[src/rtl/reg_file_pkg.sv]
// Shared widths and types for the 32x32 register file.
// Included first so the read-port sub-module and the top agree on geometry.
package reg_file_pkg;

  localparam int DATA_W = 32;
  localparam int ADDR_W = 5;
  localparam int DEPTH  = 2 ** ADDR_W;

  typedef logic [DATA_W-1:0] reg_data_t;
  typedef logic [ADDR_W-1:0] reg_addr_t;

endpackage

[src/rtl/reg_file_rd_port.sv]
// One combinational read port: zero-latency array mux, no backpressure.
// REG_FILE_BYPASS_EN adds write-through forwarding of the pending write data.
module reg_file_rd_port
  import reg_file_pkg::*;
(
  input  logic [DATA_W-1:0] mem_i [0:DEPTH-1],
  input  logic [ADDR_W-1:0] raddr_i,
`ifdef REG_FILE_BYPASS_EN
  input  logic              byp_vld_i,
  input  logic [ADDR_W-1:0] byp_addr_i,
  input  logic [DATA_W-1:0] byp_dat_i,
`endif
  output logic [DATA_W-1:0] dout_o
);

`ifdef REG_FILE_BYPASS_EN
  always_comb begin
    dout_o = mem_i[raddr_i];
    if (byp_vld_i && (byp_addr_i == raddr_i)) begin
      dout_o = byp_dat_i;
    end
  end
`else
  assign dout_o = mem_i[raddr_i];
`endif

endmodule

[src/rtl/reg_file.sv]
// 32x32 register file: two combinational read ports, one write port committed at posedge clk.
// Optional REG_FILE_BYPASS_EN forwards an in-flight write to matching read ports; no backpressure.
module reg_file
  import reg_file_pkg::*;
(
  input  logic              clk,
  input  logic              rst_n,
  input  logic [ADDR_W-1:0] raddr0,
  input  logic [ADDR_W-1:0] raddr1,
  input  logic              we,
  input  logic [ADDR_W:0]   waddr,
  input  logic [DATA_W-1:0] din,
  output logic [DATA_W-1:0] dout0,
  output logic [DATA_W-1:0] dout1
);

  reg_data_t mem [0:DEPTH-1];

  logic      wr_en;
  reg_addr_t wr_idx;

  // The address MSB marks an out-of-range target; such writes are dropped.
  assign wr_en  = we && !waddr[ADDR_W];
  assign wr_idx = waddr[ADDR_W-1:0];

  always_ff @(posedge clk or negedge rst_n) begin
    if (!rst_n) begin
      for (int i = 0; i < DEPTH; i++) begin
        mem[i] <= '0;
      end
    end else if (wr_en) begin
      mem[wr_idx] <= din;
    end
  end

`ifdef REG_FILE_BYPASS_EN
  logic byp_vld;

  // Gated by reset so both ports still read zero while rst_n is low.
  assign byp_vld = wr_en && rst_n;

  reg_file_rd_port u_rd_port0 (
    .mem_i      (mem),
    .raddr_i    (raddr0),
    .byp_vld_i  (byp_vld),
    .byp_addr_i (wr_idx),
    .byp_dat_i  (din),
    .dout_o     (dout0)
  );

  reg_file_rd_port u_rd_port1 (
    .mem_i      (mem),
    .raddr_i    (raddr1),
    .byp_vld_i  (byp_vld),
    .byp_addr_i (wr_idx),
    .byp_dat_i  (din),
    .dout_o     (dout1)
  );
`else
  reg_file_rd_port u_rd_port0 (
    .mem_i   (mem),
    .raddr_i (raddr0),
    .dout_o  (dout0)
  );

  reg_file_rd_port u_rd_port1 (
    .mem_i   (mem),
    .raddr_i (raddr1),
    .dout_o  (dout1)
  );
`endif

endmodule

[config.mk]
export PLATFORM = sky130hd
export DESIGN_NAME = reg_file
export DESIGN_NICKNAME = d
export VERILOG_FILES = /design/src/rtl/reg_file_pkg.sv /design/src/rtl/reg_file_rd_port.sv /design/src/rtl/reg_file.sv
export SDC_FILE = /design/constraint.sdc
export NUM_CORES = 2
export LEC_CHECK = 0
export BUFFER_PORTS_ARGS = -buffer_cell sky130_fd_sc_hd__buf_2
export CORE_MARGIN = 4
export CORE_UTILIZATION = 35
export CTS_CLUSTER_DIAMETER = 60
export CTS_CLUSTER_SIZE = 14
export DETAILED_ROUTE_END_ITERATION = 8
export HOLD_SLACK_MARGIN = 0.02
export PLACE_DENSITY = 0.47
export SYNTH_ARGS = -nofsm -noshare
export SYNTH_HDL_FRONTEND = slang
export SYNTH_SLANG_ARGS = --single-unit
[constraint.sdc]
create_clock -name clk -period 1.7 [get_ports clk]
set_input_delay 0.17 -clock clk [delete_from_list [all_inputs] [get_ports clk]]
set_output_delay 0.17 -clock clk [all_outputs]
set_load 0.02 [all_outputs]
==> flow_summary.ini <==
[power]
power_frac_seq_pct = 43.1
irDropWorstVdd_mv = 0.834
swShare_pct = 29.2
p_int_mw = 49.5
power.leakage_nw = 34.0
pwr-share-comb_pct = 18.9
p_sw_mw = 20.4
clkPwrFrac_pct = 38.1
p_per_area_nw_per_um2 = 995

[worst_setup_path]
critPathMaxFanout = 3
path_common_cell = buf_6
start_kind = flip-flop
r2r_start = mem[773]$_DFFE_PN0P_
crit_chain = mux2i_1 -> a22o_1 -> nor3_1 -> a31oi_1 -> buf_4 -> nand3_2 -> buf_6 -> buf_6
cpPeakStageDelay_ns = 0.40
cp.required_ns = 1.53
crit_type = reg -> out
cp-end-kind = primary output
timing.rr.end = mem[773]$_DFFE_PN0P_
r2r_slack_ns = 0.80
worst-endpoint-arrival_ns = 2.28
rr_worst_depth = 2
cp_slowest_cell = dfrtp_1

[floorplanning]
io_pins = 115
die_x_um = 407
start_util_pct = 35.3
rows = 146
die_height_um = 407
die-area_um2 = 166000
core_um2 = 158000

[status]
violations = negative setup slack
status = finished, violations left

[detailed_routing]
postRouteAntennaNets = 0
dr_total_vias = 40500
drt_iter0_markers = 2705
drc_errors = 0
first_pass_iters = 7
avgViaCountPerCell = 5.64
wirelength_um = 210000
routedWlPerCell_um = 29.2

[clocking]
cts_tree = done
numCtsBuffers = 114
ctsRootBufferMaster = clkbuf_16
cts.sinks = 1024
clk_pin_slew_ns = 0.07
htreeDepth = 3
clock_path_buffers = 3
clock_latency_ns = 0.73

[worst_hold_path]
min_from = din[13]
holdPathEnd = mem[141]$_DFFE_PN0P_
min_delay_path_depth = 2
min-delay-path-class = in -> reg

[placement]
place_ws_ns = -0.701
gp_congestion = 0.814
detailed_place_hpwl_um = 142000
io_buffers = 114
placed_cell_area_um2 = 64800
place.detailed.instances = 6967

[yosys]
synth_nets = 4659
synth_seq_cells = 1024
syn-cell-area_um2 = 55800
synth.distinct_cells = 27
ys_seq_area_share_pct = 45.9
synthCells = 4608
ys.warnings.count = 0
synth.avg_cell_area_um2 = 12.1

[global_route]
grt_first_pass_wirelength_um = 307000
overflow = 0
grt_use_total_pct = 24.8
grt_max_degree = 55
grt_pass1_vias = 41800
antenna_found_initial = 15

[sta]
setup_viol = 64
setup_slack_ns = -0.749
max_freq_mhz = 408
slew_viol_final = 0
worst_pin_slew_ns = 0.769
timing.final.crit_share_pct = 144
hold_viol = 0
rsz0062_at_grt = true
finalSetupTns_ns = -35.61
finalCriticalPeriod_ns = 2.45
slew_headroom_pct = 48.5
finClkSkew_ns = 0

[cells_and_area]
regMostFlops = mem
mostFrequentLayoutCell = dfrtp_1
finalNonFillerCells = 7179
reg.largest.list = mem (1024)
area_delta_synth_final_pct = 25.9
fin_util_pct = 44.4
design_area_um2 = 70300
layout_common_cells = dfrtp_1, mux2i_1, mux2_2
largest_reg_flops = 1024
final_layout_size_suffix_gt1_share_pct = 41.9
layout.nets = 5062

[job]
cap_violations = 0
[layout make-up]
class | count | area [um^2]
clock inverter | 71 | 856
multi-input combinational | 3140 | 29500
clock buffer | 140 | 3130
antenna | 1 | 2.50
timing repair buffer | 731 | 8600
tap | 2072 | 2590
sequential | 1024 | 25600
fill | 14600 | 88100
[routing by layer]
metal | track usage [%] | up-vias | part of all wire, %
li1 | - | 17800 | -
met1 | 35.5 | 21500 | 47
met2 | 40.4 | 865 | 47
met3 | 3.15 | 282 | 3.8
met4 | 5.37 | 0 | 2.3
met5 | 0 | - | 0
[logic make-up (layout without fill, tap and decap cells)]
logic type      count (synthesis)  count (layout)  synth area share [%]
simple gates                  516             516                  4.26
mux                          2048            2048                  39.0
other cells                     0               1                     0
flops                        1024            1024                  45.9
buf+inv                       444             942                  3.81
compound gates                576             576                  7.03
[stage by stage]
stage | power [mW] | hold WS (ns)
5_1_grt | 73.0 | 0.0451
6_report | 69.9 | 0.0824
3_5_place_dp | 43.1 | 0.139
4_1_cts | 70.4 | 0.0206
3_3_place_gp | 42.8 | 0.141
2_1_floorplan | 37.8 | -0.126
[timing repair]
action                                 in CTS  in global routing
endpoints found under the hold margin     974                 13
buffers inserted                            1                  7
gates resized for setup                   276                 45
setup endpoints to repair                  64                 77
hold buffers                                7                  1
pin swaps                                 123                114
[worst max-delay path, delay by kind of cell (launching register included)]
kind	cells	cell delay, ns
mux	1	0.14
simple gates	2	0.11
buf+inv	3	0.45
flops	1	0.40
compound gates	2	0.42
[power groups by stage]
stage / clock (mW) / combinational (mW) / sequential (mW)
detailed placement: 0 / 12.6 / 30.5
finish: 26.6 / 13.2 / 30.1
global route: 28.2 / 14.2 / 30.6
global placement: 0 / 12.4 / 30.4
floorplan: 0 / 8.07 / 29.7
CTS: 27.2 / 13.2 / 30.1
[worst max-delay path by stage]
stage / start / endpoint / slack [ns] / cells past startpoint
global placement: raddr0[0] / dout0[19] / -0.73 / 9
global route: mem[786]$_DFFE_PN0P_ / dout0[18] / -0.84 / 8
finish: mem[786]$_DFFE_PN0P_ / dout0[18] / -0.75 / 8
CTS: mem[946]$_DFFE_PN0P_ / dout0[18] / -0.78 / 8
floorplan: raddr1[1] / dout1[10] / 0.06 / 7
detailed placement: raddr0[0] / dout0[19] / -0.70 / 9
[Yosys cell counts]
master    instances  share of area (%)
dfrtp_1        1024                 46
mux2i_1        1024                 18
mux2_2         1008                 20
nand2_1         212                1.4
nand3_1         194                1.7
a21oi_1         192                1.7
a22oi_1         192                2.6
clkbuf_1        191                1.3
buf_2           159                1.4
a22o_1          128                2.0
buf_4            70               0.94
nor3_1           66               0.59
a31oi_1          64               0.72
buf_1            24               0.16
mux2_1           16               0.32
nor2_1           12              0.081
nand2b_1          5              0.056
nor2b_1           5              0.056
nor2_2            4              0.045
nor2_4            4              0.081
and2_1            3              0.034
nand3b_1          3              0.040
nor3b_1           3              0.040
or2_2             2              0.022
and3_1            1              0.011
or2_4             1              0.016
or3_4             1              0.020
No activity file was read; power rests on OpenSTA's default activity.
